==> src/rtl/pa_pkg.sv <==
// pa_pkg: shared scheduler state, vector type and drain-length helper for the PE array
package pa_pkg;
  localparam int PA_SIZE_MAT = 16;
  localparam int PA_WIDTH_DATA = 16;
  localparam int PA_WIDTH_MDATA = 32;
  typedef enum logic [1:0] {IDLE, RUN, DRAIN, DONE} pa_sched_state_e;
  typedef logic [PA_SIZE_MAT*PA_WIDTH_DATA-1:0] pa_vec_t;
  function automatic int drain_beats(input int size_mat, input int width_data, input int width_mdata);
    return size_mat * size_mat * width_data / width_mdata;
  endfunction
  localparam int DRAIN_BEATS = drain_beats(PA_SIZE_MAT, PA_WIDTH_DATA, PA_WIDTH_MDATA);
endpackage

==> src/rtl/pa_opnd_fifo.sv <==
// pa_opnd_fifo: two-entry operand FIFO allowing push and pop in the same cycle
module pa_opnd_fifo #(
  parameter int W = 512
) (
  input  logic         clk,
  input  logic         rst_n,
  input  logic         push,
  input  logic         pop,
  input  logic [W-1:0] din,
  output logic [W-1:0] dout,
  output logic [1:0]   count
);
  logic [W-1:0] mem [2];
  logic wptr, rptr;
  assign dout = mem[rptr];
  always_ff @(posedge clk)
    if (!rst_n) begin
      mem[0] <= '0;
      mem[1] <= '0;
      wptr <= 1'b0;
      rptr <= 1'b0;
      count <= '0;
    end else begin
      if (push) mem[wptr] <= din;
      wptr <= wptr ^ push;
      rptr <= rptr ^ pop;
      count <= count + {1'b0, push} - {1'b0, pop};
    end
endmodule

==> src/rtl/pa_tile_sched.sv <==
// pa_tile_sched: per-tile scheduler issuing K operand pairs to the PE array and awaiting its drain
module pa_tile_sched import pa_pkg::*; #(
  parameter int SIZE_MAT = 16,
  parameter int WIDTH_DATA = 16,
  parameter int WIDTH_MDATA = 32,
  parameter int WIDTH_K = 8
) (
  input  logic                           clk,
  input  logic                           rst_n,
  input  logic                           cfg_valid_i,
  input  logic [WIDTH_K-1:0]             cfg_k_i,
  output logic                           cfg_ready_o,
  input  logic                           op_valid_i,
  input  logic [SIZE_MAT*WIDTH_DATA-1:0] op_v_i,
  input  logic [SIZE_MAT*WIDTH_DATA-1:0] op_h_i,
  output logic                           op_ready_o,
  output logic [SIZE_MAT*WIDTH_DATA-1:0] pa_v_bus_o,
  output logic [SIZE_MAT*WIDTH_DATA-1:0] pa_h_bus_o,
  output logic                           pa_data_rdy_o,
  input  logic                           pa_read_en_i,
  input  logic                           pa_out_valid_i,
  output logic                           busy_o,
  output logic                           done_o,
  output logic                           err_o
);
  localparam int VW = SIZE_MAT * WIDTH_DATA;
  localparam int DB = drain_beats(SIZE_MAT, WIDTH_DATA, WIDTH_MDATA);
  localparam int DW = $clog2(DB) + 1;
  pa_sched_state_e state, nxt;
  logic [WIDTH_K-1:0] k_q, acc_cnt, iss_cnt;
  logic [DW-1:0] drn_cnt;
  logic [1:0] count;
  logic [2*VW-1:0] head;
  logic push, pop, start, last_pop, beat, last_beat, err_d;
  assign start = state == IDLE && cfg_valid_i && cfg_k_i != '0;
  assign op_ready_o = state == RUN && count != 2'd2 && acc_cnt < k_q;
  assign pa_data_rdy_o = state == RUN && count != 2'd0;
  assign push = op_valid_i && op_ready_o;
  assign pop = pa_read_en_i && pa_data_rdy_o;
  assign last_pop = pop && iss_cnt == k_q - 1'b1;
  assign beat = state == DRAIN && pa_out_valid_i;
  assign last_beat = beat && drn_cnt == DW'(DB - 1);
  assign err_d = (state == IDLE && cfg_valid_i && cfg_k_i == '0) || (pa_out_valid_i && state != DRAIN);
  assign cfg_ready_o = state == IDLE;
  assign busy_o = state != IDLE;
  assign done_o = state == DONE;
  assign {pa_v_bus_o, pa_h_bus_o} = head;
  pa_opnd_fifo #(.W(2*VW)) u_fifo (
    .clk(clk),
    .rst_n(rst_n),
    .push(push),
    .pop(pop),
    .din({op_v_i, op_h_i}),
    .dout(head),
    .count(count)
  );
  always_comb
    nxt = state == IDLE  ? (start ? RUN : IDLE) :
          state == RUN   ? (last_pop ? DRAIN : RUN) :
          state == DRAIN ? (last_beat ? DONE : DRAIN) : IDLE;
  always_ff @(posedge clk)
    if (!rst_n) state <= IDLE;
    else state <= nxt;
  always_ff @(posedge clk)
    if (!rst_n) begin
      k_q <= '0;
      acc_cnt <= '0;
      iss_cnt <= '0;
      drn_cnt <= '0;
      err_o <= 1'b0;
    end else begin
      err_o <= err_d;
      if (start) begin
        k_q <= cfg_k_i;
        acc_cnt <= '0;
        iss_cnt <= '0;
        drn_cnt <= '0;
      end else begin
        acc_cnt <= acc_cnt + WIDTH_K'(push);
        iss_cnt <= iss_cnt + WIDTH_K'(pop);
        drn_cnt <= drn_cnt + DW'(beat);
      end
    end
endmodule

==> config.mk <==
export PLATFORM = sky130hd
export DESIGN_NAME = pa_tile_sched
export DESIGN_NICKNAME = d
export VERILOG_FILES = /design/src/rtl/pa_pkg.sv /design/src/rtl/pa_opnd_fifo.sv /design/src/rtl/pa_tile_sched.sv
export SDC_FILE = /design/constraint.sdc
export NUM_CORES = 1
export LEC_CHECK = 0
export ABC_AREA = 1
export CAP_MARGIN = 10
export CORE_AREA = 2 2 409 411
export CTS_BUF_LIST = sky130_fd_sc_hd__clkbuf_8 sky130_fd_sc_hd__clkbuf_16
export CTS_CLUSTER_DIAMETER = 30
export DETAILED_ROUTE_END_ITERATION = 10
export DIE_AREA = 0 0 411 413
export MAX_ROUTING_LAYER = met4
export PLACE_DENSITY = 0.49
export SETUP_SLACK_MARGIN = 0.4
export SLEW_MARGIN = 20
export SYNTH_ARGS = -nofsm -noshare
export SYNTH_HDL_FRONTEND = slang
export SYNTH_SLANG_ARGS = --single-unit
==> constraint.sdc <==
create_clock -name clk -period 17.2 [get_ports clk]
set_input_delay 1.72 -clock clk [delete_from_list [all_inputs] [get_ports clk]]
set_output_delay 1.72 -clock clk [all_outputs]
set_load 0.05 [all_outputs]
Word-level counts from Yosys, hierarchy flattened
Memory sizes are Yosys's and may differ from the RTL's. A register that Yosys moved wholly into a read port is not among the register bits. Cells that the tools add are included.

Add/sub/neg operators: 6. Magnitude comparators: 1. Eq/ne operators: 7. Multiplexer cells: 14. Bitwise gates (word level): 3. Reduce and logical (&&, ||, !) cells: 20.

Operator list (number): $mux 512 (1); $reduce_or 512->1 (1); $add 8x1->8 (3); $logic_and 1x1->1 (12); $mux 1 (9); $eq 8x7->1 const B (1); $eq 8x8->1 (1); $logic_not 8->1 (1); $lt 8x8->1 (1); $mux 2 (4); $reduce_bool 8->1 (1); $sub 8x1->8 const B (1); $eq 2x2->1 const B (2); $ne 2x2->1 const B (2); $reduce_bool 2->1 (2); $add 2x1->2 (1); $eq 2x1->1 const B (1); $logic_not 2->1 (1); $reduce_or 2->1 (1); $sub 2x1->2 (1); $xor 1x1->1 (2); $logic_or 1x1->1 (1); $not 1->1 (1).

Register bits after elaboration: 39. Memory bits (writable): 1024. Bits of input ports: 526. Logic and storage cells: 61. Memories kept: 1.

Memory list: u_fifo.mem (depth 2, width 512, read ports 1, clocked after memory_dff 1, write ports 2, line pa_opnd_fifo.sv:13) `logic [W-1:0] mem [2];`.

Logic depth before layout (Yosys ltp)
Gate-level depths: netlist of the first run.

Word-level depth: 9. Mapped depth: 16. Depth with buffers taken out: 16.

Cells and area by module
From an unflattened synthesis of the first run, not the netlist that was laid out.

Cell total of the unflattened synthesis: 3547. Area total of the unflattened synthesis: 46299.4 µm².

Modules (own cells, without submodules): pa_opnd_fifo (times used 1, cells an instance 3273, area each 44337.5 µm², sequential area each 30849.6 µm²); pa_tile_sched (times used 1, cells an instance 274, area each 1961.9 µm², sequential area each 700.7 µm²).

Worst setup path before layout of the first run
No wires, ideal clock.

Kind: input to register. From: in rst_n. To: mem u_fifo.mem[0][0], enable pin. Setup time: 3.641 ns. Arrival time: 10.687 ns. Required time: 13.559 ns. Setup slack: 2.872 ns. Cell stages on the path: 5. Buffers on the path: 3. Cells stage by stage: clkbuf_1 nand2_2 buf_2 buf_6 nand2_1.

RTL lines: start: declaration (line pa_tile_sched.sv:9) `input logic rst_n,`; end: declaration (line pa_opnd_fifo.sv:13).

==> Flow_metrics.wiki, run 1 <==
{| class="wikitable"
! Metric !! Value
|-
| Run status || finished, final reports clean
|-
| Horizontal die dimension || between 400 and 500 um
|-
| Distinct cell type count after synthesis || 37
|-
| Post-route fraction of the period consumed by the critical path || between 40% and 50%
|-
| Final number of setup-violating endpoints || 0
|-
| Cell type contributing the most total cell area after synthesis || edfxtp_1
|-
| Post-Route WL || between 150000 and 200000 um
|-
| Power density over the cells || 138.4 mW/mm^2
|-
| Setup CP Type || input pin to flop
|-
| Leading cell type in the layout, fill and taps excluded || clkdlybuf4s50_1
|-
| Total design power || roughly 0.0098 W
|-
| Total setup buffers inserted after CTS || 0
|-
| Endpoints failing hold || 0
|-
| Startpoint Class || input pin
|-
| DPL Wire Length || 103200 um
|-
| Avg Vias per Cell || between 4 and 5
|-
| Setup clock skew after layout || roughly 0.067 ns
|-
| Data arrival at the endpoint of the critical path || 8.55 ns
|-
| Die span in y || 413 um
|-
| Tightest Hold Check Type || flop to flop
|-
| Commonest cells after routing, fill and taps aside || 1043 x clkdlybuf4s50_1, 1024 x edfxtp_1, 667 x nor2_1
|-
| Final Max Tran Viols || 0
|-
| Proportion of layout cells with a drive suffix above 1 || 27.89%
|-
| Wire length per cell || 21.17 um
|-
| Total GRT Usage || 18.02%
|-
| Cells after Synth || approximately 3500
|-
| Number of global-route vias before repair || 32090
|-
| Static power due to leakage || 27.78 nW
|-
| First-pass detailed-route iteration total || 5
|-
| Inserted Clock Buffers || 304
|-
| Hold path depth || 2
|-
| Clock transition at the registers of the reported paths || about 0.04 ns
|-
| Number of cells on the worst reg-to-reg path || 15
|-
| Net total in the final layout || 5297
|-
| Setup repair after global routing missed its margin || false
|-
| Count of antenna-violating nets left after detailed routing || 0
|-
| Area share of the leading cell type in the synthesized netlist || a little over three fifths
|-
| Clock network latency to the later pin of the worst-skew pair || 0.91 ns
|-
| Area of the core || 0.1659 mm^2
|-
| Synth area leaders || edfxtp_1 63%, mux2_2 12%, nor2_4 9.2%
|-
| Buffer type at the clock tree root || clkbuf_16
|-
| Post-route insts no fill || between 7000 and 8000
|-
| Maximum clock frequency || ~130 MHz
|-
| Number of H-tree levels || 5
|-
| Number of rows in the core area || 150
|-
| TNS Setup || 0 ns
|-
| Final critical delay including setup and external delays || 7.958 ns
|-
| Hold_ws || 0.4752 ns
|-
| Number of violations reported at the end of detailed-routing iteration 0 || 1458
|-
| Area Overhead vs Synth || 44.02%
|-
| Effective utilization at floorplan || roughly 30%
|-
| Number of warnings printed during yosys synthesis || 0
|-
| Ports || 1044
|-
| CTS Sinks || around 1100
|-
| Placer's final routability congestion estimate || ~0.82
|-
| Number of port buffers || ~1000
|-
| TritonCTS clock tree || built
|-
| Cell Area, Synth || 0.04900 mm^2
|-
| Detailed-route via count || 30820
|-
| Resized cells post-CTS || 0
|-
| Critical path capture point type || flop
|-
| Syn_nets || just over 4000
|-
| Flops & latches, synth || ~1100
|-
| Clock tree buffer depth || 4
|-
| Total of max-cap violations || 0
|-
| Post-CTS Hold Buffers || 0
|-
| Measured slew at the worst slew-check pin || 1.124 ns
|-
| Final standard cell utilization of the core || 42.53%
|-
| Floorplan die area || between 0.15 and 0.2 mm^2
|-
| Cell Count Post-Placement || 6653
|-
| Required time of the critical path || ~18 ns
|-
| Residual overflow from global routing || 0
|-
| Largest net degree at the start of global routing || 150
|-
| Max VDD drop || a little over 0.0001 V
|-
| First-pass GRT wire length || 216500 um
|-
| Antenna violations before repair || 52
|-
| Fraction of the yosys area taken by sequential cells || approximately 64%
|-
| Mean instance size in the synthesized netlist || 13.84 um^2
|-
| Worst-case headroom to the max-slew limit || 25.06%
|-
| Worst R2R Setup Slack || 10.16 ns
|-
| Detailed-route DRC error count || 0
|-
| Max FO, Critical Path || 54
|}
cell families (layout without fill, tap and decap cells):
group                    count (synthesis)  after routing  synth area share [%]
AND/OR/NAND/NOR                       1174           1174                 15.30
buffers and inverters                  734           2163                 7.561
other                                    0             48                     0
adder cells (fa/ha/maj)                 16             16                0.4086
AO/OA/AOI/OAI                           27             27                0.3192
flip-flops                            1064           1064                 64.39
XOR/XNOR                                14             14                0.2502
multiplexers                           512            512                 11.77
cell usage after synthesis, drive strengths merged:
library cell	n
nor4	1
nor3b	2
a21boi	1
nand3	28
o211ai	1
a21oi	11
ha	16
edfxtp	1024
or2	2
mux2	512
o22ai	2
nor2	1068
o21a	2
buf	158
nand2	62
dfxtp	40
xnor2	4
nand3b	1
clkbuf	17
inv	559
nor3	6
nand4	4
xor2	10
a31oi	1
o21ai	9
cell type report:
cell class	count	area [um^2]
antenna	48	120.1
clock buffer	313	7821
sequential	1064	31550
timing repair buffer	1083	10820
inverter	559	2098
fill	15500	95350
multi-input combinational	1743	13780
clock inverter	208	1619
tap	2204	2758
state kept, by name, summed over array words and instances, names as in the netlist, named ones only:
signal / flops
u_fifo.mem: 1024
acc_cnt: 8
drn_cnt: 8
iss_cnt: 8
k_q: 8
state: 2
u_fifo.count: 2
err_o: 1
u_fifo.rptr: 1
u_fifo.wptr: 1
worst paths after layout:
| path | endpoint | from |
|---|---|---|
| setup reg to reg | u_fifo.mem[1][168]$_SDFFCE_PN0P_ | k_q[3]$_SDFFE_PN0P_ |
| hold reg to reg | drn_cnt[4]$_SDFF_PP0_ | drn_cnt[4]$_SDFF_PP0_ |
| setup / recovery | u_fifo.mem[1][168]$_SDFFCE_PN0P_ | rst_n |
| hold / removal | drn_cnt[4]$_SDFF_PP0_ | drn_cnt[4]$_SDFF_PP0_ |
worst max-delay path, stage by stage:
cell             delay (ns)
clkdlybuf4s50_1        0.90
nand3_4                0.93
buf_4                  0.82
buf_4                  0.79
buf_4                  0.71
buf_4                  0.84
buf_4                  0.74
buf_4                  0.78
nor2_4                 0.02
per-layer routing:
layer | GRT usage (%) | wire [um] | share of wire (%)
met1 | 19.51 | 59070 | 39
met2 | 29.77 | 76910 | 50
met3 | 7.247 | 12960 | 8.5
met4 | 6.454 | 3924 | 2.6
met5 | - | 0 | 0
power by group:
group	leakage [nW]	internal [W]	switching [W]	total [W]
combinational	12.0	0.000514	0.00101	0.00152
clock	4.86	0.00360	0.00155	0.00515
sequential	10.9	0.00305	0.0000425	0.00309
total	27.8	0.00716	0.00260	0.00977
per-stage QoR:
step                setup WS, ns  instance area [um^2]
finish                     9.242                 70560
global route               8.893                 70550
CTS                        9.178                 70440
detailed placement         8.237                 61000
global placement           8.261                 61000
floorplan                  2.872                 49000
Power figures use the tool's default switching activity.
==> run 2, diff against run 1 <==
- clock period: 17.2 -> 8.13 ns (I/O delays scaled with it)
==> Flow_metrics.wiki, run 2 (synthesis results as in run 1) <==
{| class="wikitable"
! Metric !! Value
|-
| Avg Vias per Cell || 4.255
|-
| Tightest Hold Check Type || flop to flop
|-
| Number of violations reported at the end of detailed-routing iteration 0 || ~1400
|-
| Met3 track demand over resource || 7.818%
|-
| Final Max Tran Viols || 0
|-
| Resized cells post-CTS || 0
|-
| Inserted Clock Buffers || ~320
|-
| Area of the core || 0.1659 mm^2
|-
| Number of port buffers || around 1000
|-
| Max FO, Critical Path || 121
|-
| Clock network latency to the later pin of the worst-skew pair || 0.90 ns
|-
| Number of global-route vias before repair || 31970
|-
| Leading cell type in the layout, fill and taps excluded || clkdlybuf4s50_1
|-
| Endpoints failing hold || 0
|-
| Ports || 1044
|-
| First-pass detailed-route iteration total || 7
|-
| Critical path capture point type || primary output
|-
| Total design power || 0.02119 W
|-
| Count of antenna-violating nets left after detailed routing || 0
|-
| Worst path setup slack after routing || 3.470 ns
|-
| Number of rows in the core area || 150
|-
| Total GRT Usage || around 18%
|-
| Commonest cells after routing, fill and taps aside || 1043 x clkdlybuf4s50_1, 1024 x edfxtp_1, 667 x nor2_1
|-
| Residual overflow from global routing || 0
|-
| Detailed-route via count || 30770
|-
| Floorplan die area || around 0.17 mm^2
|-
| Measured slew at the worst slew-check pin || around 1.1 ns
|-
| DPL Wire Length || 101900 um
|-
| Clock tree buffer depth || 4
|-
| CTS Sinks || 1064
|-
| Total setup buffers inserted after CTS || 0
|-
| Proportion of layout cells with a drive suffix above 1 || 27.72%
|-
| Number of H-tree levels || 5
|-
| Static power due to leakage || 28.06 nW
|-
| Largest net degree at the start of global routing || 169
|-
| Worst-case headroom to the max-slew limit || 28.73%
|-
| Effective utilization at floorplan || 29.53%
|-
| Power density over the cells || 297.8 mW/mm^2
|-
| Worst slack at placement || 2.752 ns
|-
| Largest register by flop count || u_fifo.mem
|-
| Setup CP Type || flop to primary output
|-
| Required time of the critical path || 7.32 ns
|-
| TNS Setup || 0 ns
|-
| Area Overhead vs Synth || 45.26%
|-
| Die span in y || 413 um
|-
| Final critical delay including setup and external delays || ~4.7 ns
|-
| Post-route fraction of the period consumed by the critical path || 57.32%
|-
| TritonCTS clock tree || built
|-
| Wire length per cell || 21.25 um
|-
| Met1 layer usage reported by global route || between 10% and 20%
|-
| Post-CTS Hold Buffers || 0
|-
| Most heavily used metal layer in global routing || met2
|-
| Buffer type at the clock tree root || clkbuf_16
|-
| Clock transition at the registers of the reported paths || 0.04 ns
|-
| Setup clock skew after layout || 0.09949 ns
|-
| First-pass GRT wire length || 216100 um
|-
| Global-route met2 utilization || 29.98%
|-
| Run status || finished, final reports clean
|-
| Post-Route WL || between 150000 and 200000 um
|-
| Data arrival at the endpoint of the critical path || slightly below 4 ns
|-
| Max FFs per register || 1024
|-
| Final standard cell utilization of the core || 42.90%
|-
| Total of max-cap violations || 0
|-
| Setup repair after global routing missed its margin || false
|-
| Number of filler cells placed in the layout || 15480
|-
| Horizontal die dimension || 411 um
|-
| Net total in the final layout || around 5300
|-
| Final number of setup-violating endpoints || 0
|-
| Max VDD drop || 0.0001993 V
|-
| Placer's final routability congestion estimate || between 0.7 and 0.8
|-
| Antenna violations before repair || 60
|-
| Detailed-route DRC error count || 0
|-
| Maximum clock frequency || approximately 210 MHz
|-
| Startpoint Class || flop
|}
-- run 2: cell types whose count changed in the layout (fill, tap and decap cells not counted), sizes merged --
cell / previous run / this run
buf: 40 / 27
bufinv: 26 / 32
clkbuf: 313 / 327
clkinv: 129 / 107
inv: 606 / 626
diode: 48 / 53
-- run 2: critical path: stages (launching register included) --
cell             delay, ns
dfxtp_4               0.92
buf_12                0.60
mux2_2                0.38
clkdlybuf4s50_1       0.89
-- run 2: per-stage QoR --
step	std cells	cell area (um^2)	hold WS [ns]
2_1_floorplan	3541	49010	0.4299
3_3_place_gp	6639	61070	0.4558
3_5_place_dp	6639	61070	0.4529
4_1_cts	7178	71010	0.4619
5_1_grt	7231	71170	0.4773
6_report	7232	71170	0.4586
-- run 2: worst paths after layout --
path	from	endpoint	slack (ns)	cells past startpoint
setup reg to reg	k_q[7]$_SDFFE_PN0P_	u_fifo.mem[1][184]$_SDFFCE_PN0P_	3.77	11
hold / removal	drn_cnt[7]$_SDFF_PP0_	drn_cnt[7]$_SDFF_PP0_	0.46	1
setup / recovery	flop	pa_h_bus_o[217]	3.47	3
hold reg to reg	drn_cnt[7]$_SDFF_PP0_	drn_cnt[7]$_SDFF_PP0_	0.46	1
-- run 2: where the power goes --
part | leakage [nW] | switching [W] | internal [W]
sequential | 10.9 | 0.0000923 | 0.00645
combinational | 12.0 | 0.00215 | 0.00110
clock | 5.12 | 0.00333 | 0.00808
-- run 2: cell type report --
cell class / instances / area, um^2 / share of cell area, %
Antenna cell: 53 / 132.6 / 0.1863
Tap cell: 2204 / 2758 / 3.875
Multi-Input combinational cell: 1743 / 13800 / 19.38
Sequential cell: 1064 / 31550 / 44.33
Timing Repair Buffer: 1070 / 10890 / 15.30
Clock buffer: 327 / 8149 / 11.45
Inverter: 559 / 2098 / 2.948
Clock inverter: 212 / 1797 / 2.524
-- run 2: routing by layer --
| layer | up-vias | routed length (um) |
|---|---|---|
| li1 | 14420 | - |
| met3 | 250 | 13440 |
| met4 | 0 | 4445 |
| met1 | 15110 | 58550 |
| met2 | 993 | 77210 |
| met5 | - | 0 |
==> run 3, diff against run 2 <==
- PLACE_DENSITY: 0.49 -> 0.51
- clock period: 8.13 -> 4.1 ns (I/O delays scaled with it)
==> Flow_metrics.wiki, run 3 (synthesis results as in run 1) <==
{| class="wikitable"
! Metric !! Value
|-
| First-pass GRT wire length || roughly 210000 um
|-
| Area of the core || around 0.17 mm^2
|-
| Switching fraction of total power || 26.26%
|-
| Horizontal die dimension || slightly above 400 um
|-
| Post-CTS Hold Buffers || 0
|-
| Fraction of power consumed by the clock network || ~54%
|-
| Setup CP Type || flop to primary output
|-
| Max FO, Critical Path || 71
|-
| Residual overflow from global routing || 0
|-
| Leading cell type in the layout, fill and taps excluded || edfxtp_1
|-
| Largest register by flop count || u_fifo.mem
|-
| Area of all sequential standard cells || around 0.032 mm^2
|-
| Met1 layer usage reported by global route || 19.58%
|-
| TritonCTS clock tree || built
|-
| Number of violations reported at the end of detailed-routing iteration 0 || around 1600
|-
| Cells along the critical path || buf_12 > buf_16 > mux2_2 > clkdlybuf4s50_1
|-
| Detailed-route via count || 31100
|-
| Number of rows in the core area || 150
|-
| Switching Power || 0.01101 W
|-
| Worst path top cell family by delay || buffers and inverters
|-
| Internal power || 0.03091 W
|-
| Floorplan die area || around 0.17 mm^2
|-
| Final Max Tran Viols || 0
|-
| Count of antenna-violating nets left after detailed routing || 0
|-
| Antenna violations before repair || 45
|-
| Inserted Clock Buffers || 310
|-
| Total GRT Usage || about 18%
|-
| Wire length per cell || about 21 um
|-
| Effective utilization at floorplan || between 20 and 30%
|-
| Max FFs per register || 1024
|-
| CTS Sinks || 1064
|-
| Power density over the cells || about 590 mW/mm^2
|-
| Most heavily used metal layer in global routing || met2
|-
| Measured slew at the worst slew-check pin || about 1.4 ns
|-
| Proportion of layout cells with a drive suffix above 1 || 29.35%
|-
| Area Overhead vs Synth || 46.13%
|-
| Endpoints failing hold || 0
|-
| Worst path setup slack after routing || 0.6656 ns
|-
| Commonest cells after routing, fill and taps aside || 1024 x edfxtp_1, 809 x clkdlybuf4s50_1, 667 x nor2_1
|-
| Final number of setup-violating endpoints || 0
|-
| Number of global-route vias before repair || 32070
|-
| Clock tree buffer depth || 4
|-
| Avg Vias per Cell || 4.275
|-
| Global-route met2 utilization || about 29%
|-
| Data arrival at the endpoint of the critical path || 3.02 ns
|-
| Maximum clock frequency || 291.2 MHz
|-
| Worst slack at placement || 0.9419 ns
|-
| Run status || finished, final reports clean
|-
| TNS Setup || 0 ns
|-
| Setup clock skew after layout || approximately 0.067 ns
|-
| DPL Wire Length || 103700 um
|-
| Largest net degree at the start of global routing || approximately 150
|-
| Number of port buffers || ~1000
|-
| Detailed-route DRC error count || 0
|-
| Buffer type at the clock tree root || clkbuf_16
|-
| Net total in the final layout || 5353
|-
| Combinational cell fraction of total power || 15.1%
|-
| Startpoint Class || flop
|-
| Die span in y || 413 um
|-
| Cell at the slowest stage of the critical path || clkdlybuf4s50_1
|-
| Required time of the critical path || 3.69 ns
|-
| Static power due to leakage || 29.05 nW
|-
| Critical path capture point type || primary output
|-
| Number of filler cells placed in the layout || 15560
|-
| Post-route fraction of the period consumed by the critical path || between 80% and 90%
|-
| Clock transition at the registers of the reported paths || 0.04 ns
|-
| Highest cell delay on the worst timing path || 0.74 ns
|-
| Area used by multi-input combinational logic || around 0.014 mm^2
|-
| Total of max-cap violations || 0
|-
| Placer's final routability congestion estimate || 0.8530
|-
| Met3 track demand over resource || 6.664%
|-
| Tightest Hold Check Type || input pin to flop
|-
| Number of buffer and inverter stages on the critical path || 3
|-
| Number of H-tree levels || 5
|-
| Ports || between 1000 and 1500
|-
| Max VDD drop || 0.0004133 V
|-
| First-pass detailed-route iteration total || 5
|-
| Proportion of power drawn by flip-flops and latches || 30.9%
|-
| Worst-case headroom to the max-slew limit || 9.023%
|-
| Post-Route WL || 150500 um
|-
| Final critical delay including setup and external delays || between 3 and 4 ns
|-
| Setup repair after global routing missed its margin || false
|-
| Clock network latency to the later pin of the worst-skew pair || 0.90 ns
|}
==> run 3: repair_timing <==
| item | CTS | global route |
|---|---|---|
| buffers inserted | 0 | 4 |
| resized for setup | 225 | 11 |
| setup endpoints to repair | 241 | 12 |
==> run 3: tightest hold or removal path: cells and delay by family <==
family	cells	cell delay [ns]
AND/OR/NAND/NOR	1	0.04
buffers and inverters	2	0.46
==> run 3: final timing paths <==
| kind | depth (start not counted) | slack, ns | startpoint | endpoint |
|---|---|---|---|---|
| setup / recovery | 4 | 0.67 | flop | pa_v_bus_o[149] |
| hold / removal | 3 | 0.18 | op_h_i[10] | u_fifo.mem[0][10]$_SDFFCE_PN0P_ |
| setup reg to reg | 10 | 1.16 | k_q[7]$_SDFFE_PN0P_ | u_fifo.mem[0][411]$_SDFFCE_PN0P_ |
| hold reg to reg | 1 | 0.47 | drn_cnt[7]$_SDFF_PP0_ | drn_cnt[7]$_SDFF_PP0_ |
==> run 3: metal layers <==
layer	wire [um]	up-vias
li1	-	14470
met1	58560	15370
met2	75630	1024
met3	12400	231
met4	3933	0
met5	0	-
==> run 3: power groups by stage <==
stage          logic, W  registers [W]  clock network [W]
2_1_floorplan   0.00407         0.0131                  0
3_3_place_gp    0.00657         0.0131                  0
3_5_place_dp    0.00654         0.0131                  0
4_1_cts         0.00640         0.0130             0.0231
5_1_grt         0.00662         0.0130             0.0237
6_report        0.00632         0.0130             0.0226
==> run 3: layout make-up <==
cell class	instances	area share, %
Timing Repair Buffer	1133	15.75
Multi-Input combinational cell	1743	19.35
Tap cell	2204	3.852
Antenna cell	38	0.1328
Sequential cell	1064	44.09
Clock buffer	323	11.18
Clock inverter	210	2.721
Inverter	559	2.931
==> run 3: metrics by stage <==
step                      std cells  power [W]  utilization (%)  instance area (um^2)  hold WS [ns]
after CTS                      7232    0.04244            43.05                 71430       0.07471
after detailed placement       6699    0.01969            37.22                 61750        0.4671
after floorplan                3541    0.01721                -                 49120        0.4299
final                          7274    0.04192            43.15                 71600        0.1797
after global routing           7272    0.04333            43.15                 71590        0.1343
after global placement         6699    0.01968            37.22                 61750        0.4638
